<file path="src/rtl/fios_result_collector.sv">
// Collects LSW-first FIOS Montgomery result words, optionally applies the final
// conditional subtraction (macro FIOS_FINAL_SUB_EN), and streams the result out.
//
// state    | meaning
// IDLE     | waiting for the first result word
// COLLECT  | capturing words into T; one extra cycle once the buffer is full
// SUBTRACT | word-serial T - p with a one-cycle modulus read latency
// OUTPUT   | streaming the selected buffer through valid/ready
module fios_result_collector #(
   parameter int WORD_WIDTH = 17,
   parameter int WORD_COUNT = 16,
   parameter int IDX_WIDTH  = $clog2(WORD_COUNT)
) (
   input  logic                  clock_i,
   input  logic                  reset_i,
   input  logic                  res_valid_i,
   input  logic [WORD_WIDTH-1:0] res_i,
   output logic [IDX_WIDTH-1:0]  p_addr_o,
   input  logic [WORD_WIDTH-1:0] p_word_i,
   output logic                  result_valid_o,
   input  logic                  result_ready_i,
   output logic [WORD_WIDTH-1:0] result_o,
   output logic                  result_last_o,
   output logic                  busy_o,
   output logic                  error_o
);

   if (WORD_COUNT < 2) begin : g_bad_word_count
      $error("fios_result_collector: WORD_COUNT must be >= 2");
   end

   typedef enum logic [1:0] {
      ST_IDLE,
      ST_COLLECT,
      ST_SUBTRACT,
      ST_OUTPUT
   } state_t;

   localparam logic [IDX_WIDTH-1:0] IDX_LAST = IDX_WIDTH'(WORD_COUNT - 1);

   state_t                state_q, state_d;
   logic [IDX_WIDTH-1:0]  idx_q, idx_d;
   logic                  full_q, full_d;
   logic                  error_q, error_d;
   logic [WORD_WIDTH-1:0] t_q [WORD_COUNT];
   logic [WORD_WIDTH-1:0] t_d [WORD_COUNT];

`ifdef FIOS_FINAL_SUB_EN
   localparam logic [IDX_WIDTH:0] SUB_LAST = (IDX_WIDTH+1)'(WORD_COUNT);

   logic [IDX_WIDTH:0]    sub_cnt_q, sub_cnt_d;
   logic                  borrow_q, borrow_d;
   logic                  sel_d_q, sel_d_d;
   logic [WORD_WIDTH-1:0] d_q [WORD_COUNT];
   logic [WORD_WIDTH-1:0] d_d [WORD_COUNT];
   logic [WORD_WIDTH:0]   sub_diff;
   logic [IDX_WIDTH-1:0]  sub_idx;

   // The word being subtracted lags the issued modulus address by one cycle.
   assign sub_idx = IDX_WIDTH'(sub_cnt_q - 1'b1);
`else
   logic unused_p_word;

   assign unused_p_word = ^p_word_i;
`endif

   always_comb begin
      state_d = state_q;
      idx_d   = idx_q;
      full_d  = full_q;
      error_d = error_q;
      t_d     = t_q;
`ifdef FIOS_FINAL_SUB_EN
      sub_cnt_d = sub_cnt_q;
      borrow_d  = borrow_q;
      sel_d_d   = sel_d_q;
      d_d       = d_q;
      sub_diff  = '0;
`endif

      case (state_q)
         ST_IDLE: begin
            if (res_valid_i) begin
               t_d[0]  = res_i;
               idx_d   = IDX_WIDTH'(1);
               full_d  = 1'b0;
               state_d = ST_COLLECT;
            end
         end

         ST_COLLECT: begin
            if (full_q) begin
               // Buffer is already full: a word arriving here cannot be stored.
               if (res_valid_i) error_d = 1'b1;
               full_d = 1'b0;
`ifdef FIOS_FINAL_SUB_EN
               sub_cnt_d = '0;
               borrow_d  = 1'b0;
               state_d   = ST_SUBTRACT;
`else
               state_d   = ST_OUTPUT;
`endif
            end else if (res_valid_i) begin
               t_d[idx_q] = res_i;
               if (idx_q == IDX_LAST) begin
                  idx_d  = '0;
                  full_d = 1'b1;
               end else begin
                  idx_d = idx_q + 1'b1;
               end
            end
         end

`ifdef FIOS_FINAL_SUB_EN
         ST_SUBTRACT: begin
            if (res_valid_i) error_d = 1'b1;
            sub_cnt_d = sub_cnt_q + 1'b1;
            if (sub_cnt_q != '0) begin
               sub_diff = {1'b0, t_q[sub_idx]} - {1'b0, p_word_i}
                          - {{WORD_WIDTH{1'b0}}, borrow_q};
               d_d[sub_idx] = sub_diff[WORD_WIDTH-1:0];
               borrow_d     = sub_diff[WORD_WIDTH];
               if (sub_cnt_q == SUB_LAST) begin
                  sel_d_d   = ~sub_diff[WORD_WIDTH];
                  sub_cnt_d = '0;
                  idx_d     = '0;
                  state_d   = ST_OUTPUT;
               end
            end
         end
`endif

         ST_OUTPUT: begin
            if (res_valid_i) error_d = 1'b1;
            if (result_ready_i) begin
               if (idx_q == IDX_LAST) begin
                  idx_d   = '0;
                  state_d = ST_IDLE;
               end else begin
                  idx_d = idx_q + 1'b1;
               end
            end
         end

         default: begin
            state_d = ST_IDLE;
            idx_d   = '0;
         end
      endcase
   end

   always_ff @(posedge clock_i) begin
      if (reset_i) begin
         state_q <= ST_IDLE;
         idx_q   <= '0;
         full_q  <= 1'b0;
         error_q <= 1'b0;
`ifdef FIOS_FINAL_SUB_EN
         sub_cnt_q <= '0;
         borrow_q  <= 1'b0;
         sel_d_q   <= 1'b0;
`endif
      end else begin
         state_q <= state_d;
         idx_q   <= idx_d;
         full_q  <= full_d;
         error_q <= error_d;
`ifdef FIOS_FINAL_SUB_EN
         sub_cnt_q <= sub_cnt_d;
         borrow_q  <= borrow_d;
         sel_d_q   <= sel_d_d;
`endif
      end
   end

   // Buffer contents are meaningless until refilled, so they carry no reset.
   always_ff @(posedge clock_i) begin
      t_q <= t_d;
`ifdef FIOS_FINAL_SUB_EN
      d_q <= d_d;
`endif
   end

   always_comb begin
      result_valid_o = (state_q == ST_OUTPUT);
      result_last_o  = (state_q == ST_OUTPUT) && (idx_q == IDX_LAST);
      busy_o         = (state_q != ST_IDLE);
      error_o        = error_q;
      result_o       = '0;
      p_addr_o       = '0;
      if (state_q == ST_OUTPUT) begin
`ifdef FIOS_FINAL_SUB_EN
         result_o = sel_d_q ? d_q[idx_q] : t_q[idx_q];
`else
         result_o = t_q[idx_q];
`endif
      end
`ifdef FIOS_FINAL_SUB_EN
      if ((state_q == ST_SUBTRACT) && (sub_cnt_q < SUB_LAST)) begin
         p_addr_o = sub_cnt_q[IDX_WIDTH-1:0];
      end
`endif
   end

endmodule
</file>
<file path="config.mk">
export PLATFORM = sky130hd
export DESIGN_NAME = fios_result_collector
export DESIGN_NICKNAME = d
export VERILOG_FILES = /design/src/rtl/fios_result_collector.sv
export SDC_FILE = /design/constraint.sdc
export NUM_CORES = 1
export LEC_CHECK = 0
export CAP_MARGIN = 15
export CORE_UTILIZATION = 49
export DETAILED_ROUTE_END_ITERATION = 7
export PLACE_DENSITY = 0.74
export SYNTH_ARGS = -nofsm -noshare
export SYNTH_HDL_FRONTEND = slang
export SYNTH_SLANG_ARGS = --single-unit
</file>
<file path="constraint.sdc">
create_clock -name clock_i -period 3.7 [get_ports clock_i]
set_input_delay 0.555 -clock clock_i [delete_from_list [all_inputs] [get_ports clock_i]]
set_output_delay 0.555 -clock clock_i [all_outputs]
set_load 0.02 [all_outputs]
</file>
==> Yosys cells after proc, flatten, opt, wreduce, memory -nomap -nowiden <==
Cells that the tools add are included.
{ "totals": {"output_inout_bits": 25, "inputBits": 38, "reg_bits": 280, "elab_cells": 76} }
{ "classes": {"bitwise_logic": 2, "muxes": 30, "addsub": 1, "reduce_logical": 12, "order_cmp": 2, "eq_ne": 9} }
{ "ops": {"columns": ["operator", "count"], "rows": [
  ["2-to-1 mux 272 bit", 2],
  ["bitwise mux 272 bit", 1],
  ["2-to-1 mux 17 bit", 5],
  ["binary-select mux 17 bit (select 4 bit)", 1],
  ["demux 17 bit (select 4 bit)", 1],
  ["case mux 17 bit (2 select lines)", 1],
  ["2-to-1 mux 4 bit", 5],
  ["case mux 4 bit (3 select lines)", 1],
  ["AND reduction 4 bit", 3],
  ["2-to-1 mux 2 bit", 4],
  ["!= test 2 bit (second input constant)", 4],
  ["2-to-1 mux 1 bit", 6],
  ["case mux 2 bit (3 select lines)", 1],
  ["nonzero test 2 bit", 3],
  ["greater-or-equal comparator 5 bit (second input constant)", 1],
  ["< comparator 5 x 1 -> 1 bit (second input constant)", 1],
  ["inverter 4 -> 5 bit", 1],
  ["adder 4 x 1 -> 4 bit (second input constant)", 1],
  ["== test 4 bit (second input constant)", 1],
  ["!= test 2 x 1 -> 1 bit (second input constant)", 2],
  ["case mux 1 bit (2 select lines)", 2],
  ["AND reduction 2 bit", 2],
  ["AND reduction 3 bit", 1],
  ["== test 2 x 1 -> 1 bit (second input constant)", 1],
  ["4 further kinds", 5]
]} }

==> Logic depth before layout (Yosys ltp) <==
{ "depth": {"word_depth": 9, "depth_mapped": 8, "depth_no_buf": 5} }

==> Worst setup path after synthesis <==
No wires, ideal clock.
{ "synth_path": {"path_type": "register to register", "startpoint": "register idx_q[1] (netlist name)", "endpoint": "register t_q[238] in the netlist's numbering, enable pin", "t_arrival_ns": 2.268, "t_required_ns": 3.287, "setup_slack_ns": 1.020, "setup_ns": 0.413, "synth_period_minus_slack_ns": 2.680, "stages_incl_launch_ff": 8, "cell_sequence": "dfxtp_1 buf_2 buf_8 buf_2 inv_1 ha_1 nand2_1 nor3_1"} }
{ "synth_rtl": {"columns": ["element", "line_no", "rtl"], "rows": [
  ["to (signal assigned)", "178", "t_q <= t_d;"],
  ["to (decl)", "45", "logic [WORD_WIDTH-1:0] t_q [WORD_COUNT];"]
]} }

==> Worst setup path after layout <==
{ "layout_path": {"startpoint": "register state_q[0]", "endpoint": "output result_o[6]"} }
{ "layout_between": {"elab_chain_len": 2} }
{ "layout_rtl": {"columns": ["element", "line_no", "rtl"], "rows": [
  ["from (decl)", "41", "state_t state_q, state_d;"],
  ["from (signal assigned)", "164", "state_q <= state_d;"],
  ["== test 2 bit", "191", "if (state_q == ST_OUTPUT) begin"],
  ["2-to-1 mux 17 bit", "191", null],
  ["to (decl)", "22", "output logic [WORD_WIDTH-1:0] result_o,"]
]} }
No other way between the ends.

==> flow_metrics.tcl <==
set metrics [dict create \
    worst_pin_slew_ps 998.1 \
    ys_ff_latch 280 \
    fin_ws_ps 144.8 \
    async_flop_share_pct 0 \
    cpPeakStageDelay_ps 690 \
    place_ws_ps 549.6 \
    grt.total_usage_pct 20.77 \
    first_global_vias 5927 \
    setup_viol 0 \
    slew_violations 0 \
    die_h_microns 152.8 \
    rows 54 \
    drive_above_1_share_pct 24.81 \
    cp.arrival_ps 3000 \
    wl_per_cell_microns 25.23 \
    critPathLaunchType "flop" \
    ys_seq_area_share_pct 74.74 \
    rsz0062_at_grt "false" \
    yosys_warnings 0 \
    syn_inst 584 \
    fin_setup_tns_ps 0 \
    slew_headroom_pct 33.39 \
    p_sw_share_pct 19.87 \
    grt_antenna_before_repair 0 \
    area_growth_pct 14.94 \
    synthesis.area_sq_um 11140 \
    die-area_sq_um 23350 \
    numCtsBuffers 27 \
    wirelength_microns 23940 \
    ys_types 45 \
    nNetsFinal 693 \
    synth-edff-count 272 \
    p_leak_uw 0.003981 \
    hpwl_microns 14040 \
    status "complete, no violations" \
    place_area_sq_um 11960 \
    critPathCaptureType "output pin" \
    syn_area_per_cell_sq_um 19.08 \
    cp_cell_sequence "nand2_2 > or2_1 > o21ai_1 > clkdlybuf4s50_1" \
    die_x_microns 152.8 \
    crit_path_max_fanout 17 \
    num_antenna_cells 0 \
    ir_drop_uv 377.9 \
    pwr-share-clk_pct 40.3 \
    initial_core_util_pct 50.44 \
    grt_start_max_net_pins 29 \
    grt_pass1_wl_microns 35910 \
    critPathRequiredTime_ps 3140 \
    post-route-period-util_pct 96.09 \
    h-tree-depth 1 \
    cap_violations 0 \
    gp_congestion 0.7815 \
    ant_nets 0 \
    internal_power_uw 5089 \
    ios 63 \
    hold_class "reg -> reg" \
    pwr-share-comb_pct 4.3 \
    first_iter_violations 509 \
    drcViolationCount 0 \
    numPortBuffers 41 \
    hold_viol_final 0 \
    core_area_sq_um 22090 \
    cts.sink_count 280 \
    grt_overflow 0 \
    power.switching_uw 1262 \
    cp_slowest_cell "clkdlybuf4s50_1" \
    fin_skew_ps 4.705 \
    design_area_sq_um 12810 \
    clock_latency_ps 510 \
    p_seq_share_pct 55.4 \
    viasPerCell 6.118 \
    p_per_area_nw_per_um2 495.8 \
    cts_buffer_depth 3 \
    dr.pass1.iters 5 \
    root_buffer "clkbuf_16" \
    dr_total_vias 5806 \
    path_class "reg -> out" \
    fin_crit_ps 3555 \
    ys.flop_type "edfxtp_1" \
    max_freq_ghz 0.2813 \
    cts.reportedPaths.clkPinSlew_ps 60 \
    cts_tree "yes" \
]
==> worst max-delay path: cells and delay by family (launching register included) <==
kind | cells | cell delay [ps]
buffers and inverters | 1 | 690
AND/OR/NAND/NOR | 2 | 780
AO/OA/AOI/OAI | 1 | 370
flip-flops | 1 | 630
==> state kept, by name, indices dropped and copies added (netlist names) <==
name,count
error_o,1
full_q,1
idx_q,4
state_q,2
t_q,272
==> through the flow <==
step / std cells / utilization, % / hold WS [ps] / power [uW]
final: 949 / 57.97 / 472.2 / 6351
after global routing: 949 / 57.97 / 505.5 / 6539
after CTS: 949 / 57.97 / 476.6 / 6391
after detailed placement: 900 / 54.15 / 462.7 / 3854
after global placement: 900 / 54.15 / 449.9 / 3841
after floorplan: 587 / - / 502.3 / 3751
==> cells by family (layout without fill, tap and decap cells) <==
| family | after synthesis | in the layout | synth area share [%] |
|---|---|---|---|
| AO/OA/AOI/OAI | 84 | 84 | 5.614 |
| multiplexers | 102 | 102 | 13.36 |
| adder cells (fa/ha/maj) | 5 | 5 | 0.5614 |
| flip-flops | 280 | 280 | 74.74 |
| other | 1 | 4 | 0.03365 |
| AND/OR/NAND/NOR | 71 | 71 | 3.380 |
| buffers and inverters | 41 | 123 | 2.313 |
==> area by class of cell <==
cell class / count / area [sq um]
clock buffers: 31 / 690.7
fillers: 1540 / 9285
flip-flops and latches: 280 / 8334
well taps: 280 / 350.3
multi-input cells: 266 / 2615
inverters: 5 / 18.77
clock inverters: 17 / 133.9
repair buffers: 70 / 665.6
==> Yosys cell counts (all sizes together), types with 2 or more instances <==
master	count	area (sq um)
nor2	23	101.4
nand2	11	43.80
clkbuf	3	11.26
mux2i	34	340.3
o221ai	17	148.9
nand2b	3	18.77
o21ai	19	95.09
a31oi	2	12.51
inv	5	18.76
mux2	34	382.9
a21oi	6	30.03
a22oi	34	255.2
ha	5	62.56
dfxtp	8	160.2
edfxtp	272	8168
a21boi	2	26.28
or2	3	21.28
nand3	4	20.02
buf	33	227.7
mux4	34	765.7
a311oi	2	35.04
nor3	3	15.01
nor2b	18	112.6
==> placed cells by master (no fill, tap or decap), types with 5 or more instances in the layout <==
master and n:
nor2b_1 18, mux2i_1 34, o221ai_1 17, dfxtp_1 5, clkdlybuf4s50_1 41, nor2_2 14
clkinv_2 7, a21oi_1 5, nor2_1 8, o21ai_1 17, ha_1 5, a22oi_1 34
clkbuf_16 27, nand2_1 10, mux4_2 34, mux2_2 34, clkinv_1 6, edfxtp_1 272
buf_4 26
==> metal layers <==
metal | routed length, microns | track usage, % | vias to the layer above
li1 | - | - | 2491
met5 | 0 | 0 | -
met3 | 1437 | 2.332 | 44
met4 | 663 | 7.552 | 0
met2 | 12410 | 36.41 | 244
met1 | 9436 | 26.84 | 3027
==> power by group through the flow <==
stage | Combinational [uW] | Clock [uW] | Sequential [uW]
after detailed placement | 266 | 0 | 3590
after global placement | 255 | 0 | 3590
after global routing | 292 | 2730 | 3520
final | 272 | 2560 | 3520
after floorplan | 176 | 0 | 3570
after CTS | 272 | 2600 | 3520
==> worst paths after layout <==
check	startpoint	endpoint	slack [ps]	cells after the start
worst min-delay path	error_o	error_o	470	2
worst max register to register	idx_q[1]	t_q[141]	1210	5
worst min register to register	error_o	error_o	470	2
worst max-delay path	state_q[0]	result_o[6]	140	4
==> what timing repair did <==
item	4_1_cts	5_1_grt
gates resized for setup	0	1
pin swaps	0	0
setup endpoints to repair	1	5
buffers inserted	1	0
hold buffers	0	0
hold endpoints to repair	0	0
(Power assumes the default switching activity.)
==> variant 1, RTL diff (same flow settings) <==
Add a define of `FIOS_FINAL_SUB_EN`.
--- a/src/rtl/fios_result_collector.sv
+++ b/src/rtl/fios_result_collector.sv
@@ -7,4 +7,6 @@
 // SUBTRACT | word-serial T - p with a one-cycle modulus read latency
 // OUTPUT   | streaming the selected buffer through valid/ready
+`define FIOS_FINAL_SUB_EN
+
 module fios_result_collector #(
    parameter int WORD_WIDTH = 17,
Behaviour: same outputs for any inputs over 4 cycles, from zero or initial values and one cycle with reset_i high; that may be too few to reach the edited logic, so the function may still have changed.
==> variant 1 against the unedited design <==
  * Final cell count is 140% higher
  * Setup slack got worse by 0.53 ns
  * Highest routed layer is now met5
  * Routed wire length rose to 2.7 times the old value
  * Core utilization rose by 3.1 points
  * Critical path type is now reg2reg
  * Synthesized cell count grew 120%
  * Global-route usage increased by 4.4 points
  * Combinational power grew to 34 times the old value
  * Final area increased by 140%
  * Total power grew to 3.8 times the old value
  * Sequential cell count is 279 higher
  * Non-clock buffer count rose by 173
  * Area after synthesis up 130%
  * The run now ends with negative setup slack left
==> variant 1: results <==
metrics = {
    "cts": {
        "cts_buffers": 57,
        "cts-htree-levels": 2,
        "cts_setup_buffers": 25,
        "postCtsResizedCells": 52,
    },
    "run_status": {
        "violations": "negative setup slack",
        "status": "complete, but fails checks",
    },
    "layout": {
        "n_all_buffers": 243,
        "fin_nets": 1609,
        "drive_gt1_share_pct": 41.6,
        "largestRegisters": "d_q (272), t_q (272), sub_cnt_q (5)",
        "nMultiInputCombCells": 600,
        "clockBufferCount": 68,
        "instances_no_fill": 2252,
        "fillCellCount": 3499,
    },
    "setup_path": {
        "worstReg2RegEnd": "d_q[250]",
        "crit_fanout": 16,
        "crit_family": "compound AO/OA/AOI/OAI gates",
        "cp.arrival_ns": 4.44,
    },
    "route": {
        "firstDrtPassIters": 7,
        "wl_um": 65200,
        "top_layer": "met5",
        "wl_met2_um": 33100,
    },
    "placed_design": {
        "routabilityCongestion": 0.885,
        "post-dp-hpwl_um": 40000,
        "dp.cells": 2106,
    },
    "synth": {
        "synth_fa_ha_area_share_pct": 2.38,
        "syn_area_per_cell_um2": 19.5,
        "ys_top_cells_by_area": "edfxtp_1, mux4_2, ha_1",
        "synth_commonest_cells": "edfxtp_1, mux4_2, inv_1",
        "synth_compound_area_share_pct": 2.38,
        "synth_top_cell_area_share_pct": 64.4,
        "synth_mux_area_share_pct": 23.0,
    },
    "floorplan": {
        "die-area_um2": 52700,
    },
    "timing": {
        "setup_ws_ns": -0.389,
        "setup_viol_count_final": 177,
    },
    "worst_hold_path": {
        "hold_end": "state_q[1]",
        "min_from": "state_q[1]",
    },
    "power_and_ir_drop": {
        "power.switching_w": 0.00725,
        "powerComb_w": 0.00922,
        "p_leak_nw": 10.1,
        "peakVddDrop_uv": 482,
    },
    "grt": {
        "grt_max_degree": 74,
        "antenna_found_initial": 4,
    },
}
variant 1: cells by family (layout without fill, tap and decap cells):
group / Yosys count / count (layout)
mux: 264 / 264
buf+inv: 141 / 411
flops: 559 / 559
fa+ha+maj: 47 / 47
compound gates: 89 / 89
xor+xnor: 19 / 20
other cells: 0 / 2
simple gates: 180 / 180
variant 1: metal layers:
layer / vias up / track usage [%]
met5: - / 0
li1: 5839 / -
met4: 6 / 9.52
met1: 7391 / 32.8
met3: 142 / 4.98
met2: 659 / 42.0
variant 1: worst max path at each step:
stage / start / cells after the start / endpoint
after global placement: sub_cnt_q[0] / 16 / d_q[271]
after CTS: sub_cnt_q[0] / 17 / d_q[254]
after detailed placement: sub_cnt_q[0] / 15 / d_q[271]
after floorplan: sub_cnt_q[0] / 18 / d_q[116]
final: sub_cnt_q[0] / 17 / d_q[250]
after global routing: sub_cnt_q[0] / 18 / d_q[235]
==> variant 2, RTL diff (same settings) <==
Without the edit above. Re-encode `state_t` (4 states) as one-hot, 4 bits wide.
--- a/src/rtl/fios_result_collector.sv
+++ b/src/rtl/fios_result_collector.sv
@@ -30,9 +30,9 @@
    end
 
-   typedef enum logic [1:0] {
-      ST_IDLE,
-      ST_COLLECT,
-      ST_SUBTRACT,
-      ST_OUTPUT
+   typedef enum logic [3:0] {
+      ST_IDLE     = 4'b0001,
+      ST_COLLECT  = 4'b0010,
+      ST_SUBTRACT = 4'b0100,
+      ST_OUTPUT   = 4'b1000
    } state_t;
 
Check against the original RTL: same outputs for any inputs over 10 cycles, from zero or initial values and one cycle with reset_i high; not proved beyond that.
==> variant 2 against the unedited design <==
  * The run now ends with design-rule violations left
  * Die area decreased by 0.29%
  * Sequential cell count up 1
  * Via count is 3.8% lower
  * Setup slack worse by 0.044 ns
  * Count of clock-buffer cells in the layout is 2 lower
  * Routed wire length down 3.8%
  * Final area increased by 1.7%
  * Area after synthesis decreased by 0.29%
  * Clock skew grew 0.0061 ns
  * Worst hold slack improved by 0.0035 ns
  * Critical endpoint is now result_o[15]
  * Largest cell class unchanged
  * Highest routed layer unchanged
Power is not compared: it rests on default switching activity, and its combinational part moved more than twofold at a synthesized area within 25%.
==> variant 2: results <==
metrics = {
    "run_status": {
        "status": "complete, but fails checks",
        "violations": "design-rule violations",
    },
    "setup_path": {
        "cp-startpoint": "state_q[3]",
        "cp.arrival_ns": 3.04,
        "crit_fanout": 8,
        "rr_startpoint": "state_q[1]",
        "worstSetupEndpoint": "result_o[15]",
        "r2r_setup_slack_ns": 1.17,
    },
    "grt": {
        "use_met1_pct": 24.7,
        "grt_pass1_vias": 5832,
        "grt_pass1_wl_um": 34600,
        "grt_max_degree": 34,
        "met3_usage_pct": 3.38,
        "antenna_found_initial": 1,
    },
    "synth": {
        "ys_top_cells_by_area": "edfxtp_1, mux4_2, a22oi_1",
        "synth_commonest_cells": "edfxtp_1, mux4_2, a22oi_1",
        "syn_inst": 544,
    },
    "layout": {
        "largestRegisters": "t_q (272), idx_q (4), state_q (3)",
        "fillCellCount": 1526,
        "drive_gt1_share_pct": 28.1,
        "fin_nets": 665,
    },
    "placed_design": {
        "placed_area_um2": 12000,
        "post-dp-hpwl_um": 13300,
        "dp.cells": 865,
        "routabilityCongestion": 0.806,
    },
    "cts": {
        "cts_setup_buffers": 2,
        "clkLatencyLatePin_ns": 0.53,
    },
    "route": {
        "routed-via-count": 5585,
        "vias_per_cell": 6.04,
        "drc": 4,
        "wl_um": 23000,
        "firstDrtPassIters": 8,
        "drtIter0Drc": 450,
    },
    "timing": {
        "skew_ns": 0.0108,
    },
}
variant 2: changes by cell type in the layout (fill, tap and decap cells not counted), moves of 4 or more:
cell	change
mux4_2	+32
mux2_2	-34
buf_4	+4
nand2_1	+16
buf_12	+4
mux2i_1	-32
nor2b_1	-11
nor2b_2	+10
o221ai_1	-17
o21ai_1	-17
variant 2: per-stage QoR:
| step | hold WS (ns) | power, W | setup slack (ns) |
|---|---|---|---|
| after floorplan | 0.476 | 0.00453 | 0.910 |
| after global placement | 0.462 | 0.00477 | 0.567 |
| after detailed placement | 0.469 | 0.00480 | 0.541 |
| after CTS | 0.485 | 0.00758 | 0.000923 |
| after global routing | 0.510 | 0.00781 | 0.0258 |
| final | 0.476 | 0.00755 | 0.101 |
variant 2: kinds of logic (layout without fill, tap and decap cells):
group,after synthesis,in the layout,synth area share (%)
buf+inv,38,134,1.97
flops,281,281,75.1
simple gates,93,93,4.86
fa+ha+maj,5,5,0.563
other cells,1,5,0.0338
compound gates,57,57,3.80
mux,68,68,13.6
xor+xnor,1,1,0.0788
variant 2: area by class of cell:
cell class | instances | share of cell area (%)
sequential | 281 | 64.1
multi-input combinational | 228 | 20.0
timing repair buffer | 78 | 5.96
clock buffer | 29 | 5.25
tap | 280 | 2.69
clock inverter | 21 | 1.81
inverter | 6 | 0.173
antenna | 1 | 0.0192
variant 2: metal layers:
layer | share of wire [%] | vias up
li1 | - | 2397
met3 | 6.5 | 45
met4 | 2.7 | 0
met2 | 53 | 225
met5 | 0 | -
met1 | 38 | 2918
variant 2: critical path, stage by stage (launching register included):
cell	delay (ns)
dfxtp_1	0.48
or3b_1	0.59
inv_1	0.25
nand4_1	0.12
o31ai_1	0.38
clkdlybuf4s50_1	0.69
